`src/rtl/ucore_sequencer.sv`:
```
// Microcoded control sequencer: fetches one micro-instruction per RUN cycle from an external store.
// Optional return stack (CALL/RET) enabled by defining UCORE_SEQUENCER_STACK_EN.
module ucore_sequencer #(
    parameter int unsigned          STATE_W    = 12,
    parameter int unsigned          COND_W     = 8,
    parameter int unsigned          OUT_W      = 16,
    parameter int unsigned          STACK_D    = 4,
    parameter logic [STATE_W-1:0]   START_ADDR = '0,
    localparam int unsigned         CSEL_W     = (COND_W > 1) ? $clog2(COND_W) : 1,
    localparam int unsigned         UW         = 3 + CSEL_W + STATE_W + OUT_W
) (
    input  logic               clk,
    input  logic               resetn,
    input  logic               start,
    input  logic               abort,
    input  logic [COND_W-1:0]  cond,
    output logic [STATE_W-1:0] uaddr,
    input  logic [UW-1:0]      udata,
    output logic [OUT_W-1:0]   ctrl_out,
    output logic               busy,
    output logic               done,
    output logic               fault
);

    typedef enum logic [1:0] {
        StIdle,
        StRun,
        StFault
    } state_e;

    typedef enum logic [2:0] {
        OpNext,
        OpJmp,
        OpBrt,
        OpWait,
        OpCall,
        OpRet,
        OpHalt,
        OpIll
    } op_e;

    state_e               state_q;
    logic [STATE_W-1:0]   upc_q;
    logic [OUT_W-1:0]     ctrl_q;
    logic                 done_q;

    // Instruction field decode
    op_e                  op;
    logic [CSEL_W-1:0]    csel;
    logic [STATE_W-1:0]   target;
    logic [OUT_W-1:0]     outv;
    logic [STATE_W-1:0]   upc_inc;
    logic                 cond_bit;
    logic [2**CSEL_W-1:0] cond_ext;

    assign op      = op_e'(udata[UW-1 -: 3]);
    assign csel    = udata[OUT_W+STATE_W +: CSEL_W];
    assign target  = udata[OUT_W +: STATE_W];
    assign outv    = udata[OUT_W-1:0];
    assign upc_inc = upc_q + STATE_W'(1);

    // Selectors past the last real condition read as false.
    always_comb begin
        cond_ext              = '0;
        cond_ext[COND_W-1:0]  = cond;
        cond_bit              = cond_ext[csel];
    end

`ifdef UCORE_SEQUENCER_STACK_EN
    localparam int unsigned SP_W  = $clog2(STACK_D + 1);
    localparam int unsigned IDX_W = (STACK_D > 1) ? $clog2(STACK_D) : 1;

    logic [STATE_W-1:0] stack_q [STACK_D];
    logic [SP_W-1:0]    sp_q;
    logic               stack_full;
    logic               stack_empty;
    logic               push_en;
    logic [IDX_W-1:0]   push_idx;
    logic [IDX_W-1:0]   pop_idx;

    assign stack_full  = (sp_q == SP_W'(STACK_D));
    assign stack_empty = (sp_q == '0);
    assign push_idx    = IDX_W'(sp_q);
    assign pop_idx     = IDX_W'(sp_q - SP_W'(1));
    assign push_en     = (state_q == StRun) && !abort && (op == OpCall) && !stack_full;

    // Entries need no reset: only the pointer decides what is live.
    always_ff @(posedge clk) begin
        if (push_en) begin
            stack_q[push_idx] <= upc_inc;
        end
    end
`else
    logic unused_stack_d;
    assign unused_stack_d = ^STACK_D;
`endif

    always_ff @(posedge clk or negedge resetn) begin
        if (!resetn) begin
            state_q <= StIdle;
            upc_q   <= START_ADDR;
            ctrl_q  <= '0;
            done_q  <= 1'b0;
`ifdef UCORE_SEQUENCER_STACK_EN
            sp_q    <= '0;
`endif
        end else begin
            done_q <= 1'b0;
            unique case (state_q)
                StIdle, StFault: begin
                    if (abort) begin
                        state_q <= StIdle;
                    end else if (start) begin
                        state_q <= StRun;
                        upc_q   <= START_ADDR;
`ifdef UCORE_SEQUENCER_STACK_EN
                        sp_q    <= '0;
`endif
                    end
                end
                StRun: begin
                    if (abort) begin
                        state_q <= StIdle;
`ifdef UCORE_SEQUENCER_STACK_EN
                        sp_q    <= '0;
`endif
                    end else begin
                        ctrl_q <= outv;
                        unique case (op)
                            OpNext: upc_q <= upc_inc;
                            OpJmp:  upc_q <= target;
                            OpBrt:  upc_q <= cond_bit ? target : upc_inc;
                            OpWait: begin
                                if (cond_bit) begin
                                    upc_q <= upc_inc;
                                end
                            end
`ifdef UCORE_SEQUENCER_STACK_EN
                            OpCall: begin
                                if (stack_full) begin
                                    state_q <= StFault;
                                end else begin
                                    sp_q  <= sp_q + SP_W'(1);
                                    upc_q <= target;
                                end
                            end
                            OpRet: begin
                                if (stack_empty) begin
                                    state_q <= StFault;
                                end else begin
                                    sp_q  <= sp_q - SP_W'(1);
                                    upc_q <= stack_q[pop_idx];
                                end
                            end
`else
                            OpCall: state_q <= StFault;
                            OpRet:  state_q <= StFault;
`endif
                            OpHalt: begin
                                state_q <= StIdle;
                                done_q  <= 1'b1;
                            end
                            OpIll:  state_q <= StFault;
                            default: state_q <= StFault;
                        endcase
                    end
                end
                default: state_q <= StIdle;
            endcase
        end
    end

    assign uaddr    = upc_q;
    assign ctrl_out = ctrl_q;
    assign busy     = (state_q == StRun);
    assign fault    = (state_q == StFault);
    assign done     = done_q;

endmodule

```
`config.mk`:
```
export PLATFORM = sky130hd
export DESIGN_NAME = ucore_sequencer
export DESIGN_NICKNAME = d
export VERILOG_FILES = /design/src/rtl/ucore_sequencer.sv
export SDC_FILE = /design/constraint.sdc
export NUM_CORES = 1
export LEC_CHECK = 0
export BUFFER_PORTS_ARGS = -buffer_cell sky130_fd_sc_hd__buf_4
export CAP_MARGIN = 20
export CORE_AREA = 2 2 63 65
export DETAILED_ROUTE_END_ITERATION = 7
export DIE_AREA = 0 0 65 67
export GPL_TIMING_DRIVEN = 1
export PLACE_DENSITY = 0.83
export SETUP_SLACK_MARGIN = 0.4
export SYNTH_ARGS = -nofsm -noshare
export SYNTH_HDL_FRONTEND = slang
export SYNTH_SLANG_ARGS = --single-unit
```
`constraint.sdc`:
```
create_clock -name clk -period 4.6 [get_ports clk]
set_input_delay 1.38 -clock clk [delete_from_list [all_inputs] [get_ports clk]]
set_output_delay 1.38 -clock clk [all_outputs]
set_load 0.01 [all_outputs]
```
=== Word level (Yosys, flattened, before mapping) ===
Cells that the tools add are included.

* Add/subtract/negate cells: 1
* Multipliers: 0
* Divide/modulo/power cells: 0
* Order comparisons: 1
* Eq/ne operators: 16
* Shifts and indexed selects: 0
* Mux-type cells: 17
* Bitwise gates (word level): 1
* Reduce and logical (&&, ||, !) cells: 8

{| class="wikitable"
|+ Operators by type and width
! operator !! number
|-
| 12-bit 2-to-1 mux || 5
|-
| 12-bit one-hot mux with 4 select lines || 1
|-
| 12-bit one-hot mux with 2 select lines || 1
|-
| 12-bit by 1-bit adder with 12-bit output (second input constant) || 1
|-
| 3-bit == test (second input constant) || 4
|-
| 2-bit one-hot mux with 2 select lines || 2
|-
| 3-bit by 2-bit == test with 1-bit output (second input constant) || 2
|-
| 2-bit 2-to-1 mux || 3
|-
| 2-bit inequality test (second input constant) || 3
|-
| 3-bit inequality test (second input constant) || 2
|-
| 6-bit AND reduction || 1
|-
| 5-bit by 1-bit inequality test with 1-bit output (second input constant) || 1
|-
| 3-bit by 4-bit < comparator with 1-bit output (second input constant) || 1
|-
| 1-bit 2-to-1 mux || 4
|-
| 4-bit by 3-bit inequality test with 1-bit output (second input constant) || 1
|-
| 2-bit AND reduction || 2
|-
| 1-bit binary-select mux with 3-bit select || 1
|-
| 3-bit by 1-bit == test with 1-bit output (second input constant) || 1
|-
| 3-bit zero test || 1
|-
| 3-bit OR reduction || 1
|-
| 2-bit by 1-bit == test with 1-bit output (second input constant) || 1
|-
| 2-bit == test (second input constant) || 1
|-
| 2-bit zero test || 1
|-
| 2-bit nonzero test || 1
|-
| other kinds (2) || 2
|}

* Register bits after elaboration: 31
* Bits in latches: 0
* Bits in writable memories: 0
* Bits in read-only memories: 0
* Bits of input ports: 46
* Output and inout port bits: 31
* Logic and storage cells: 48
* Memories: 0

=== Logic depth before layout (Yosys ltp) ===
Gate-level depths: netlist (run 1).

* Word-level depth: 6
* Depth in mapped cells: 7
* Gate-level depth less buffers: 6

=== Worst setup path after synthesis (run 1) ===
OpenSTA, ideal clock, no wires.

* Path type: input-to-reg
* From: input port udata[28]
* To: register upc_q[4], in the netlist uaddr[4]
* Data arrival time: 2.605 ns
* Path slack: 1.851 ns
* Stages on the path: 6
* Path through: mux2_4 a2bb2oi_4 a31oi_2 buf_4 mux2i_1 o221ai_1

* Longest elaborated chain between the ends: 6
* Elaborated cells between the ends (all ways): 8
* Those cells by class: eq/ne (1); mux (6); reduce/logical (1)

{| class="wikitable"
|+ Ends and longest elaborated chain
! what !! RTL line !! RTL
|-
| start, declared || 18 || <nowiki>input logic [UW-1:0] udata,</nowiki>
|-
| 1-bit binary-select mux with 3-bit select (*) || 66 || <nowiki>cond_bit = cond_ext[csel];</nowiki>
|-
| 1-bit 2-to-1 mux (implied by the code) (*) || 66 ||
|-
| 12-bit 2-to-1 mux || 132 || <nowiki>OpBrt: upc_q <= cond_bit ? target : upc_inc;</nowiki>
|-
| 12-bit one-hot mux with 4 select lines || 129 || <nowiki>unique case (op)</nowiki>
|-
| 12-bit 2-to-1 mux || 122 || <nowiki>if (abort) begin</nowiki>
|-
| 12-bit one-hot mux with 2 select lines || 109 || <nowiki>unique case (state_q)</nowiki>
|-
| end signal, assigned || 130 || <nowiki>OpNext: upc_q <= upc_inc;</nowiki>
|-
| end signal, assigned || 131 || <nowiki>OpJmp: upc_q <= target;</nowiki>
|-
| end signal, assigned || 132 ||
|-
| end, declared || 43 || <nowiki>logic [STATE_W-1:0] upc_q;</nowiki>
|}

Every way passes the cells marked *; elsewhere a longest branch is shown, timed or not. The select of a mux whose other input is x is not followed.
A chain may end at the register's enable or synchronous reset.

=== Worst setup path in the final report (run 1) ===
Same ends and word-level chain as after synthesis.

==> results_dict.tcl, run 1 <==
set metrics [dict create \
    postRouteAntennaNets 0 \
    worstPathMaxFanout 12 \
    r2r_start "state_q[0]" \
    seqPwrFrac 0.406 \
    grt_antenna_before_repair 0 \
    min_from "ctrl_out[5]" \
    dieArea_mm2 0.00436 \
    pin_count 77 \
    tns_ps 0 \
    synthCells 169 \
    share_comb_of_total_power 0.291 \
    p_sw_frac 0.290 \
    path_cells "buf_4, mux2_4, a2bb2oi_4, a31oi_2, mux2i_1, o221ai_1" \
    clk_latency_ps 280 \
    yosysSeqAreaShare 0.429 \
    netlist_area_mm2 0.00181 \
    synth_nets 216 \
    crit_slowest_cell "a31oi_2" \
    die_x_um 65 \
    grt_usage 0.230 \
    vias_per_cell 5.60 \
    final_nets 296 \
    final_cell_mix "buf_4 (78), dfrtp_1 (31), mux2_2 (16)" \
    p_clk_frac 0.302 \
    cts_root_buf "clkbuf_8" \
    skew_ps 6.78 \
    fin_ws_ps 1550 \
    final_max_slew_viol_count 0 \
    fin_util 0.707 \
    ys_ff_latch 31 \
    hold_buffers 0 \
    slew-limit-headroom 0.387 \
    worstHoldPathType "flop to flop" \
    drtIter0Drc 103 \
    worst_ep_arrival_time_ps 3180 \
    start_kind "input port" \
    grt_pass1_wl_um 7650 \
    power.internal_w 0.000657 \
    synth_edf_count 0 \
    vias 1669 \
    post_cts_resized 0 \
    setup_viol 0 \
    rows 22 \
    clkSinkCount 31 \
    cts_tree "yes" \
    fmax_mhz 328 \
    totalWireLength_um 4620 \
    power.net_switching_w 0.000269 \
    cts_setup_buffers 0 \
    endpoint_kind "flop" \
    final_common_cell "buf_4" \
    powerDensity_mw_per_mm2 363 \
    worstMarginPinSlew_ps 916 \
    status "complete, no violations" \
    drc 0 \
    grt_setup_unrepaired "false" \
    synth.avg_cell_area_um2 10.7 \
    antenna_cells 0 \
    cts_inserted_buffers 5 \
    h-tree-depth 2 \
    maxCapViolations 0 \
    instances_no_fill 298 \
    cp.required_ps 4730 \
    critPathMaxStageDelay_ps 680 \
    ff2ff_setup_slack_ps 2480 \
    max-vdd-ir-drop_uv 230 \
    yosys_warnings 0 \
    clk_pin_slew_ps 70 \
    finalCriticalPeriod_ps 3050 \
    first_global_vias 1613 \
    async_flop_share 1.00 \
    gp_congestion 0.837 \
    grt.overflow.total 0 \
    dp_slack_ps 1230 \
    p_leak_nw 1.21 \
    drive_gt1_frac 0.444 \
    dp.cells 290 \
    start_util 0.501 \
    critPathKind "input port to flop" \
    synth_cell_types 42 \
    drt_pass1_iterations 4 \
    period_share 0.663 \
    crit_start "udata[28]" \
    hold_violations 0 \
    dp_hpwl_um 3390 \
    areaGrowthSynthToFinish_pct 41.2 \
    hold_slack_ps 507 \
    ctsLongestPathBuffers 2 \
    grt_max_degree 32 \
    dominantRegCellSynth "dfrtp_1" \
    wire_per_inst_um 15.5 \
    fp.dieH_um 67 \
    io_buffers 76 \
    placeableCoreArea_mm2 0.00361 \
]
-- flip-flops by register name, indices dropped and copies added (netlist names) --
| signal | flops |
|---|---|
| uaddr | 12 |
| done | 1 |
| ctrl_out | 16 |
| state_q | 2 |
-- cells in the mapped netlist, types with 2 or more instances --
cell,n,area [µm²]
nor2_1,7,26.3
mux2i_1,14,140
nor2b_1,6,37.5
nand2_1,9,33.8
nor4_1,3,18.8
dfrtp_1,31,776
or4b_1,2,20.0
nor3b_1,2,15.0
o21ai_0,13,65.1
o211ai_1,5,37.5
a31oi_2,2,25.0
o31a_1,3,26.3
nand2b_1,2,12.5
or3_1,2,12.5
inv_1,5,18.8
clkbuf_1,2,7.51
nor3_1,5,25.0
nand3_1,6,30.0
o31ai_1,2,15.0
o221ai_1,6,52.6
nand4b_1,4,35.0
and2_1,2,12.5
nand4_1,2,12.5
mux2_2,16,180
-- per-layer routing --
metal | GRT usage | wire length (µm) | up-vias
met4 | 0.0612 | 44 | 0
met5 | 0 | 0 | -
li1 | - | - | 808
met1 | 0.301 | 2060 | 801
met2 | 0.383 | 2270 | 53
met3 | 0.0541 | 244 | 7
-- final timing paths --
| kind | endpoint | cells past startpoint |
|---|---|---|
| max | uaddr[4] | 6 |
| min in group asynchronous | uaddr[4] | 1 |
| max in group asynchronous | done | 1 |
| min | ctrl_out[5] | 1 |
| max reg2reg | uaddr[0] | 6 |
| min reg2reg | ctrl_out[5] | 1 |
-- power groups by stage --
stage	Clock [W]	Sequential, W	Combinational [W]
floorplan	0	0.000398	0.000101
global placement	0	0.000375	0.000265
detailed placement	0	0.000380	0.000271
CTS	0.000281	0.000375	0.000273
global route	0.000297	0.000385	0.000292
finish	0.000280	0.000376	0.000270
-- layout make-up --
cell class | instances | area (µm²)
fill | 292 | 1050
tap | 48 | 60.1
multi-input combinational | 128 | 993
inverter | 5 | 18.8
clock inverter | 2 | 35.0
timing repair buffer | 78 | 586
clock buffer | 6 | 82.6
sequential | 31 | 776
-- stage by stage --
step	total power [W]	cell area, µm²
final	0.000925	2550
after global routing	0.000973	2550
after CTS	0.000930	2550
after detailed placement	0.000651	2430
after global placement	0.000641	2430
after floorplan	0.000499	1810
-- critical path: cells and delay by family --
family                 cells  cell delay (ps)
buffers and inverters      1              130
muxes                      2              610
AOI/OAI and AO/OA          3             1040
-- kinds of logic after synthesis --
kind of cell / Yosys count / synth area share
DFF: 31 / 0.429
adders and majority gates: 1 / 0.00692
AOI/OAI and AO/OA: 39 / 0.175
and+or+nand+nor: 57 / 0.180
muxes: 31 / 0.186
buffers and inverters: 10 / 0.0235
Note: power is estimated with default switching activity, not from simulation.
==> run 2, diff against run 1 <==
--- a/config.mk
+++ b/config.mk
@@ -7,11 +7,11 @@
 export LEC_CHECK = 0
 export BUFFER_PORTS_ARGS = -buffer_cell sky130_fd_sc_hd__buf_4
 export CAP_MARGIN = 20
-export CORE_AREA = 2 2 63 65
+export CORE_AREA = 2 2 68 70
 export DETAILED_ROUTE_END_ITERATION = 7
-export DIE_AREA = 0 0 65 67
+export DIE_AREA = 0 0 70 72
 export GPL_TIMING_DRIVEN = 1
-export PLACE_DENSITY = 0.83
+export PLACE_DENSITY = 0.76
 export SETUP_SLACK_MARGIN = 0.4
 export SYNTH_ARGS = -nofsm -noshare
 export SYNTH_HDL_FRONTEND = slang
==> constraint.sdc (replaced) <==
create_clock -name clk -period 2.8 [get_ports clk]
set_input_delay 0.84 -clock clk [delete_from_list [all_inputs] [get_ports clk]]
set_output_delay 0.84 -clock clk [all_outputs]
set_load 0.01 [all_outputs]
==> run 2 against run 1 <==
Net effect: combinational power rose by 62%; non-clock buffer count rose by 1; critical path type unchanged; clock power increased by 26%; flip-flop and latch count is the same; critical path depth rose by 1; final area fell by 0.69%; largest power group unchanged; sequential share of layout area rose by 0.21 points; global-route usage down 4.8 points; worst hold slack got worse by 20 ps.
==> results_dict.tcl, run 2 (synthesized netlist as in run 1, its figures left out) <==
set metrics [dict create \
    io_buffers 76 \
    tns_ps 0 \
    h-tree-depth 2 \
    multi_input_area_um2 993 \
    hold_violations 0 \
    grt_max_degree 32 \
    fmax_mhz 465 \
    clkSinkCount 31 \
    totalWireLength_um 4490 \
    cts_inserted_buffers 5 \
    nFillCells 376 \
    grt_pass1_wl_um 7430 \
    grt.overflow.total 0 \
    final_nets 297 \
    slew-limit-headroom 0.499 \
    grt_usage 0.183 \
    maxCapViolations 0 \
    postRouteAntennaNets 0 \
    drt_pass1_iterations 4 \
    dp_hpwl_um 3340 \
    busiest_layer "met2" \
    largest_reg_flops 16 \
    grtUsageMet3 0.0514 \
    p_leak_nw 1.20 \
    die_x_um 70 \
    pin_count 77 \
    post_cts_resized 0 \
    regArea_um2 776 \
    critPathKind "input port to flop" \
    cp.required_ps 2930 \
    drc 0 \
    start_util 0.424 \
    grt_antenna_before_repair 0 \
    ctsLongestPathBuffers 2 \
    vias_per_cell 5.46 \
    worst_ep_arrival_time_ps 2290 \
    powerDensity_mw_per_mm2 555 \
    gp_congestion 0.770 \
    cts_root_buf "clkbuf_8" \
    dieArea_mm2 0.00504 \
    worstHoldPathType "input port to async pin" \
    start_kind "input port" \
    setup_viol 0 \
    path_cells "buf_4, mux2_4, a2bb2oi_4, a31oi_2, buf_4, mux2i_1, o221ai_1" \
    wire_per_inst_um 14.9 \
    crit_slowest_cell "mux2_4" \
    grt_util_met2 0.308 \
    rows 24 \
    final_cell_mix "buf_4 (79), dfrtp_1 (31), mux2_2 (16)" \
    worstPathMaxFanout 12 \
    design_area_mm2 0.00253 \
    cts_setup_buffers 0 \
    clk_pin_slew_ps 70 \
    drive_gt1_frac 0.444 \
    period_share 0.768 \
    first_global_vias 1605 \
    finalCriticalPeriod_ps 2150 \
    skew_ps 4.07 \
    final_common_cell "buf_4" \
    final_max_slew_viol_count 0 \
    endpoint_kind "flop" \
    hold_buffers 0 \
    worstMarginPinSlew_ps 749 \
    fp.dieH_um 72 \
    placeableCoreArea_mm2 0.00426 \
    cpMostUsedCell "buf_4" \
    antenna_cells 0 \
    critPathMaxStageDelay_ps 310 \
    grt_setup_unrepaired "false" \
    max-vdd-ir-drop_uv 393 \
    placed_area_mm2 0.00245 \
    status "complete, no violations" \
    met1_usage 0.235 \
    areaGrowthSynthToFinish_pct 40.2 \
    cts_tree "yes" \
    drtIter0Drc 113 \
    clk_latency_ps 280 \
    vias 1649 \
]
[run 2: cell count changes in the layout (fill, tap and decap cells not counted), sizes merged]
| cell | before | now |
|---|---|---|
| buf | 78 | 79 |
| bufinv | 1 | 0 |
[run 2: through the flow]
step           utilization  cells  worst slack (ps)  hold slack [ps]  power [W]
6_report             0.594    302               648              487    0.00141
5_1_grt              0.594    302               501              518    0.00148
4_1_cts              0.594    302               636              502    0.00142
3_5_place_dp         0.574    295               339              497    0.00107
3_3_place_gp         0.574    295               394              490    0.00105
2_1_floorplan            -    169               591              544   0.000820
[run 2: metal layers]
layer / routed length (µm) / vias up / part of all wire
met1: 1900 / 788 / 0.42
met2: 2280 / 52 / 0.51
met5: 0 / - / 0
met3: 278 / 4 / 0.062
li1: - / 805 / -
met4: 27 / 0 / 0.0060
[run 2: area by class of cell]
type                    count  area share
flip-flops and latches     31       0.306
clock inverters             1     0.00198
multi-input cells         128       0.392
repair buffers             79       0.234
well taps                  52      0.0257
inverters                   5     0.00741
clock buffers               6      0.0326
[run 2: critical path: cells and delay by family]
family                 cells  cell delay, ps
buffers and inverters      2             390
AO/OA/AOI/OAI              3             490
multiplexers               2             560
[run 2: power breakdown]
| group | switching, W | total (W) | internal (W) |
|---|---|---|---|
| clock | 0.000161 | 0.000354 | 0.000193 |
| combinational | 0.000185 | 0.000438 | 0.000252 |
| sequential | 0.0000757 | 0.000615 | 0.000539 |
[run 2: worst paths after layout]
check	cells after the start	slack (ps)	end	start
worst min-delay path	1	490	uaddr[6]	resetn
worst max register to register	5	900	uaddr[9]	uaddr[2]
max in group asynchronous	1	2010	state_q[1]	resetn
worst min register to register	1	510	ctrl_out[3]	ctrl_out[3]
worst max-delay path	7	650	uaddr[6]	udata[28]
min in group clk	1	510	ctrl_out[3]	ctrl_out[3]
